**config.mk**
```make
export PLATFORM = sky130hd
export DESIGN_NAME = ff_readback_serializer_flat
export DESIGN_NICKNAME = d
export VERILOG_FILES = /design/src/rtl/ff_readback_serializer_if.sv /design/src/rtl/ff_readback_serializer.sv /design/src/flat_wrapper.sv
export SDC_FILE = /design/constraint.sdc
export NUM_CORES = 1
export LEC_CHECK = 0
export BUFFER_PORTS_ARGS = -buffer_cell sky130_fd_sc_hd__buf_2
export CORE_MARGIN = 2
export CORE_UTILIZATION = 38
export DETAILED_ROUTE_END_ITERATION = 8
export PLACE_DENSITY = 0.7
export SLEW_MARGIN = 20
export SYNTH_ARGS = -nofsm -noshare
export SYNTH_HDL_FRONTEND = slang
export SYNTH_SLANG_ARGS = --single-unit
```
**constraint.sdc**
```tcl
create_clock -name clk -period 4.4 [get_ports clk]
set_input_delay 0.44 -clock clk [delete_from_list [all_inputs] [get_ports clk]]
set_output_delay 0.44 -clock clk [all_outputs]
set_load 0.02 [all_outputs]
```
**src/rtl/ff_readback_serializer_if.sv**
```systemverilog
// Handshake/bus bundle for ff_readback_serializer.
//   snap_req    : one-cycle request to capture ff_state and start a frame
//   ff_state    : parallel flip-flop outputs to read back
//   sout        : serial data bit, 0 whenever sout_valid is low
//   sout_valid  : sout holds a valid bit
//   sout_ready  : consumer accepts the bit (transfer = sout_valid & sout_ready)
//   sout_last   : final bit of the frame
//   busy        : frame in progress
//   done        : one-cycle pulse after the final bit transfers
//   overrun     : sticky, snap_req arrived while busy
//   clr_overrun : synchronous clear of overrun
// master: requester/consumer side. slave: the serializer.
interface ff_readback_serializer_if #(
    parameter int unsigned WIDTH = 16
);
    logic             snap_req;
    logic [WIDTH-1:0] ff_state;
    logic             sout;
    logic             sout_valid;
    logic             sout_ready;
    logic             sout_last;
    logic             busy;
    logic             done;
    logic             overrun;
    logic             clr_overrun;

    modport master (
        output snap_req, ff_state, sout_ready, clr_overrun,
        input  sout, sout_valid, sout_last, busy, done, overrun
    );

    modport slave (
        input  snap_req, ff_state, sout_ready, clr_overrun,
        output sout, sout_valid, sout_last, busy, done, overrun
    );
endinterface

```
**src/rtl/ff_readback_serializer.sv**
```systemverilog
// Flip-flop readback serializer.
// Captures a snapshot of a parallel flip-flop vector on snap_req and shifts it out
// MSB-first over a 1-bit valid/ready stream, optionally followed by an even-parity bit.
// Ports:
//   clk : clock, all state changes on posedge
//   rst : asynchronous active-high reset, aborts any frame in flight
//   bus : ff_readback_serializer_if.slave (request, snapshot input, serial stream,
//         status flags busy/done/overrun, clr_overrun)
// All outputs are registered, so asynchronous reset forces them low immediately.
module ff_readback_serializer #(
    parameter int unsigned WIDTH     = 16,
    parameter bit          PARITY_EN = 1'b1
) (
    input logic                      clk,
    input logic                      rst,
    ff_readback_serializer_if.slave  bus
);

    localparam int unsigned CntW = (WIDTH > 2) ? $clog2(WIDTH) : 1;

    typedef enum logic [1:0] {
        StIdle,
        StShift,
        StParity,
        StDone
    } state_e;

    state_e           state_q;
    logic [WIDTH-1:0] snapshot_q;
    logic [CntW-1:0]  cnt_q;
    logic             parity_q;
    logic             sout_q;
    logic             sout_valid_q;
    logic             sout_last_q;
    logic             busy_q;
    logic             done_q;
    logic             overrun_q;

    assign bus.sout       = sout_q;
    assign bus.sout_valid = sout_valid_q;
    assign bus.sout_last  = sout_last_q;
    assign bus.busy       = busy_q;
    assign bus.done       = done_q;
    assign bus.overrun    = overrun_q;

    always_ff @(posedge clk or posedge rst) begin
        if (rst) begin
            state_q      <= StIdle;
            snapshot_q   <= '0;
            cnt_q        <= '0;
            parity_q     <= 1'b0;
            sout_q       <= 1'b0;
            sout_valid_q <= 1'b0;
            sout_last_q  <= 1'b0;
            busy_q       <= 1'b0;
            done_q       <= 1'b0;
            overrun_q    <= 1'b0;
        end else begin
            done_q <= 1'b0;

            // A request that cannot be accepted sets overrun; set beats clear.
            if (bus.snap_req && (state_q != StIdle)) begin
                overrun_q <= 1'b1;
            end else if (bus.clr_overrun) begin
                overrun_q <= 1'b0;
            end

            unique case (state_q)
                StIdle: begin
                    if (bus.snap_req) begin
                        snapshot_q   <= bus.ff_state;
                        parity_q     <= ^bus.ff_state;
                        cnt_q        <= CntW'(WIDTH - 1);
                        state_q      <= StShift;
                        sout_q       <= bus.ff_state[WIDTH-1];
                        sout_valid_q <= 1'b1;
                        sout_last_q  <= 1'b0;
                        busy_q       <= 1'b1;
                    end
                end

                StShift: begin
                    if (bus.sout_ready) begin
                        snapshot_q <= snapshot_q << 1;
                        if (cnt_q == '0) begin
                            if (PARITY_EN) begin
                                state_q     <= StParity;
                                sout_q      <= parity_q;
                                sout_last_q <= 1'b1;
                            end else begin
                                state_q      <= StDone;
                                sout_q       <= 1'b0;
                                sout_valid_q <= 1'b0;
                                sout_last_q  <= 1'b0;
                                done_q       <= 1'b1;
                            end
                        end else begin
                            cnt_q       <= cnt_q - 1'b1;
                            // Next bit to present is the one just below the current MSB.
                            sout_q      <= snapshot_q[WIDTH-2];
                            sout_last_q <= (cnt_q == CntW'(1)) && !PARITY_EN;
                        end
                    end
                end

                StParity: begin
                    if (bus.sout_ready) begin
                        state_q      <= StDone;
                        sout_q       <= 1'b0;
                        sout_valid_q <= 1'b0;
                        sout_last_q  <= 1'b0;
                        done_q       <= 1'b1;
                    end
                end

                StDone: begin
                    state_q <= StIdle;
                    busy_q  <= 1'b0;
                end

                default: begin
                    state_q      <= StIdle;
                    sout_q       <= 1'b0;
                    sout_valid_q <= 1'b0;
                    sout_last_q  <= 1'b0;
                    busy_q       <= 1'b0;
                end
            endcase
        end
    end

endmodule

```
**src/flat_wrapper.sv**
```systemverilog
// flat-port wrapper written by rule: the top's interface ports become plain ports
module ff_readback_serializer_flat 
#(
    parameter int unsigned WIDTH     = 16,
    parameter bit          PARITY_EN = 1'b1
)
  (clk, rst, bus_snap_req, bus_ff_state, bus_sout_ready, bus_clr_overrun, bus_sout, bus_sout_valid, bus_sout_last, bus_busy, bus_done, bus_overrun);
  ff_readback_serializer_if #(.WIDTH(WIDTH)) bus_i ();
  input logic clk;
  input logic rst;
  input wire logic [$bits(bus_i.snap_req)-1:0] bus_snap_req;
  input wire logic [$bits(bus_i.ff_state)-1:0] bus_ff_state;
  input wire logic [$bits(bus_i.sout_ready)-1:0] bus_sout_ready;
  input wire logic [$bits(bus_i.clr_overrun)-1:0] bus_clr_overrun;
  output wire logic [$bits(bus_i.sout)-1:0] bus_sout;
  output wire logic [$bits(bus_i.sout_valid)-1:0] bus_sout_valid;
  output wire logic [$bits(bus_i.sout_last)-1:0] bus_sout_last;
  output wire logic [$bits(bus_i.busy)-1:0] bus_busy;
  output wire logic [$bits(bus_i.done)-1:0] bus_done;
  output wire logic [$bits(bus_i.overrun)-1:0] bus_overrun;
  assign bus_i.snap_req = bus_snap_req;
  assign bus_i.ff_state = bus_ff_state;
  assign bus_i.sout_ready = bus_sout_ready;
  assign bus_i.clr_overrun = bus_clr_overrun;
  assign bus_sout = bus_i.sout;
  assign bus_sout_valid = bus_i.sout_valid;
  assign bus_sout_last = bus_i.sout_last;
  assign bus_busy = bus_i.busy;
  assign bus_done = bus_i.done;
  assign bus_overrun = bus_i.overrun;
  ff_readback_serializer #(.WIDTH(WIDTH), .PARITY_EN(PARITY_EN)) u_core (.clk(clk), .rst(rst), .bus(bus_i));
endmodule
```
==> impl_summary.log <==
INFO  metric synth_enable_flop_cells = 0
INFO  metric gp_congestion = 0.744
INFO  metric critical-path-slowest-cell = sky130_fd_sc_hd__ha_1
INFO  metric die_height = 68.5 um
INFO  metric maxCapViolCount = 0
INFO  metric post-place-cells = 233
INFO  metric syn_area_per_cell = 9.69 sq um
INFO  metric grt_util_all_layers = 14.0%
INFO  metric grt_most_used_layer = met2
INFO  metric critPathArrivalTime = 2.90 ns
INFO  metric synth_top_area_share = 44.4%
INFO  metric core = 4000 sq um
INFO  metric worstSetupStartpointType = flip-flop
INFO  metric htree_levels = 1
INFO  metric static_power_due_to_leakage = 0.816 nW
INFO  metric post_synthesis_adder_cell_area_fraction = 5.55%
INFO  metric outcome = completed
INFO  metric groute.layer.met3.usage = 4.28%
INFO  metric grt_max_degree = 35
INFO  metric final_cell_count_without_fillers = 237
INFO  metric numClockSinks = 28
INFO  metric finalHoldViolations = 0
INFO  metric finalPower = 1.18 mW
INFO  metric violation_count_after_the_first_detailed_routing_iteration = 57
INFO  metric fin_worst_skew = 0.00513 ns
INFO  metric cpLargestDelayFamily = compound AO/OA/AOI/OAI gates
INFO  metric detail-route-antenna-nets = 0
INFO  metric synthesis.area = 1580 sq um
INFO  metric globalRouteMet2Util = 22.6%
INFO  metric largest_family_of_logic_cells_by_synthesized_area = compound AO/OA/AOI/OAI gates
INFO  metric yosys.area_share.simple = 13.4%
INFO  metric fin_crit = 2.70 ns
INFO  metric yosys_most_used_dff = sky130_fd_sc_hd__dfrtp_1
INFO  metric timing.fmax = 371 MHz
INFO  metric postSynthCellCount = 163
INFO  metric multiplexer_share_of_the_synthesized_area = 10.2%
INFO  metric holdCritPathClass = in -> async
INFO  metric clock_tree_from_tritoncts = done
INFO  metric synth_seq_cells = 28
INFO  metric netlist_top_cells_area = sky130_fd_sc_hd__dfrtp_1 44%, sky130_fd_sc_hd__mux2i_1 9.5%, sky130_fd_sc_hd__xnor2_1 7.2%
INFO  metric synth_top_cell_by_area = sky130_fd_sc_hd__dfrtp_1
INFO  metric synth_compound_gate_area_share = 13.9%
INFO  metric rsz_0062_raised_after_global_routing = no
INFO  metric via_count_of_the_first_global_routing_pass = 1,078
INFO  metric timing_max_transition_violations_final = 0
INFO  metric report.final.setup_viol = 0
INFO  metric synth.most_common_cell = sky130_fd_sc_hd__dfrtp_1
INFO  metric finalHoldWorstSlack = 0.208 ns
INFO  metric port_buffers = 26
INFO  metric cts_hold_repair.buffers = 0
INFO  metric globalRoute.totalOverflow = 0
INFO  metric drc_errors = 0
INFO  metric yosysWarningCount = 0
INFO  metric initial_antenna_violation_count = 0
INFO  metric worstPathMaxFanout = 34
INFO  metric finish.net_count = 216
INFO  metric worstSkewPairLatency = 0.28 ns
INFO  metric critPathBufInv = 1
INFO  metric fin_ws = 1.70 ns
INFO  metric cts_post_setup_buffers_inserted = 0
INFO  metric drt-wirelength-per-cell = 11.8 um
INFO  metric dp_slack = 1.65 ns
INFO  metric clkTransAtPathRegs = 0.10 ns
INFO  metric crit_path_category = reg -> reg
INFO  metric synth_common_cells = 28 x sky130_fd_sc_hd__dfrtp_1, 22 x sky130_fd_sc_hd__nor2_1, 19 x sky130_fd_sc_hd__a21oi_1
INFO  metric io-pin-count = 27
INFO  metric gr-usage-met1 = 18.3%
INFO  metric n_diodes = 0
INFO  metric grt_first_pass_wirelength = 4.90 mm
INFO  metric rows = 23
INFO  metric max_stage_delay = 0.71 ns
INFO  metric initial_utilization = 39.5%
INFO  metric dp_hpwl = 2.05 mm
INFO  metric sequence_of_cells_on_the_critical_path = inv_1 > ha_1 > nand2b_1 > a21boi_4 > a21boi_2 > nor2_1 > a21oi_1
INFO  metric peakVddDrop = 0.327 mV
INFO  metric vias_per_cell = 4.97
INFO  metric tritoncts.num_buffers = 3
INFO  metric clock_tree.buffer_depth = 2
INFO  metric drtPass1Iterations = 4
INFO  metric dieArea = 4690 sq um
INFO  metric totalWireLength = 2.80 mm
INFO  metric max-slew-margin-rel = 45.0%
INFO  metric tightestPinTransition = 0.825 ns
INFO  metric sequential_fraction_of_the_synthesis_area = 44.4%
INFO  metric cts.repair.resized = 0
INFO  metric power_density = 659 nW/um^2
INFO  metric via_count = 1,177
INFO  metric critPathRequiredTime = 4.61 ns
INFO  metric post-route-period-util = 61.3%
INFO  metric area.growth.synth_to_final = 13.8%
INFO  metric drive_above_1_share = 18.7%
INFO  metric worst_setup_path_end_kind = flip-flop
INFO  metric synth_xor_area_share = 8.32%
INFO  metric num-fill-cells = 400
INFO  metric mappedNetlistNets = 191
INFO  metric fin_setup_tns = 0 ns
INFO  metric root_buffer = sky130_fd_sc_hd__clkbuf_8
INFO  metric postSynth.asyncResetShare = 100%
INFO  metric yosys.cell_types.count = 27
INFO  metric die_x = 68.5 um
-- registers in the layout (all words and copies together) (netlist names) --
signal	count
u_core.bus.sout	1
u_core.snapshot_q	15
u_core.bus.busy	1
u_core.bus.sout_valid	1
u_core.parity_q	1
u_core.bus.sout_last	1
u_core.bus.done	1
u_core.bus.overrun	1
u_core.state_q	2
u_core.cnt_q	4
-- kinds of logic (layout without fill, tap and decap cells) --
kind of cell	Yosys count	count (layout)
xor+xnor	15	15
compound gates	38	38
flops	28	28
mux	16	16
buf+inv	16	40
fa+ha+maj	7	7
simple gates	43	43
-- layer usage --
layer  vias to the layer above  wire, um
met2                        30      1230
met5                         -         0
met4                         0        25
li1                        601         -
met1                       542      1390
met3                         4       153
-- placed cells by master (no fill, tap or decap) --
cell                       count
sky130_fd_sc_hd__ha_1          7
sky130_fd_sc_hd__nand3_1       3
sky130_fd_sc_hd__o21ai_0      10
sky130_fd_sc_hd__a21boi_4      1
sky130_fd_sc_hd__xnor2_1      13
sky130_fd_sc_hd__o211ai_1      1
sky130_fd_sc_hd__nand2_1       6
sky130_fd_sc_hd__nor2b_1       2
sky130_fd_sc_hd__nand2b_1      3
sky130_fd_sc_hd__mux2_2        1
sky130_fd_sc_hd__a21boi_2      1
sky130_fd_sc_hd__inv_1         9
sky130_fd_sc_hd__o21ai_1       1
sky130_fd_sc_hd__nand3b_1      2
sky130_fd_sc_hd__a21oi_1      19
sky130_fd_sc_hd__nand4_1       1
sky130_fd_sc_hd__xor2_1        2
sky130_fd_sc_hd__dfrtp_1      28
sky130_fd_sc_hd__o22ai_1       1
sky130_fd_sc_hd__and3b_1       1
sky130_fd_sc_hd__inv_2         1
sky130_fd_sc_hd__nor3b_4       1
sky130_fd_sc_hd__buf_2        26
sky130_fd_sc_hd__clkbuf_8      4
sky130_fd_sc_hd__a31oi_1       4
sky130_fd_sc_hd__mux2i_1      15
sky130_fd_sc_hd__nor2_1       22
sky130_fd_sc_hd__and2_1        1
sky130_fd_sc_hd__nor3_1        1
-- final timing paths --
check,depth (start not counted),to,slack [ns],start
min reg2reg,2,u_core.parity_q,0.50,u_core.parity_q
max in group asynchronous,2,u_core.snapshot_q[8],3.80,rst
max reg2reg,7,u_core.cnt_q[3],1.70,u_core.state_q[1]
min in group clk,2,u_core.bus.overrun,0.34,bus_clr_overrun
max,7,u_core.cnt_q[3],1.70,u_core.state_q[1]
min,2,u_core.state_q[1],0.21,rst
-- cell type report --
class                   count  area (sq um)  share of cell area, %
repair buffers             26           130                   7.24
multi-input cells         119           811                   45.1
clock buffers               4          55.1                   3.06
flip-flops and latches     28           701                   39.0
well taps                  50          62.6                   3.48
inverters                  10          37.5                   2.09
-- report_power, final --
group | internal (mW) | switching, mW | total, mW | leakage [nW]
Sequential | 0.375 | 0.0700 | 0.445 | 0.312
Combinational | 0.239 | 0.338 | 0.577 | 0.475
Clock | 0.0802 | 0.0814 | 0.162 | 0.0288
-- metrics by stage --
stage / instance area, sq um / util, %
floorplan: 1580 / -
global placement: 1740 / 43.5
detailed placement: 1740 / 43.5
CTS: 1800 / 44.9
global route: 1800 / 44.9
finish: 1800 / 44.9
-- worst reg2reg max path: stages (launching register included) --
cell and delay, ns:
sky130_fd_sc_hd__dfrtp_1 0.41, sky130_fd_sc_hd__inv_1 0.13, sky130_fd_sc_hd__ha_1 0.72, sky130_fd_sc_hd__nand2b_1 0.20, sky130_fd_sc_hd__a21boi_4 0.66, sky130_fd_sc_hd__a21boi_2 0.31
sky130_fd_sc_hd__nor2_1 0.06, sky130_fd_sc_hd__a21oi_1 0.13
Note: power is estimated with default switching activity, not from simulation.
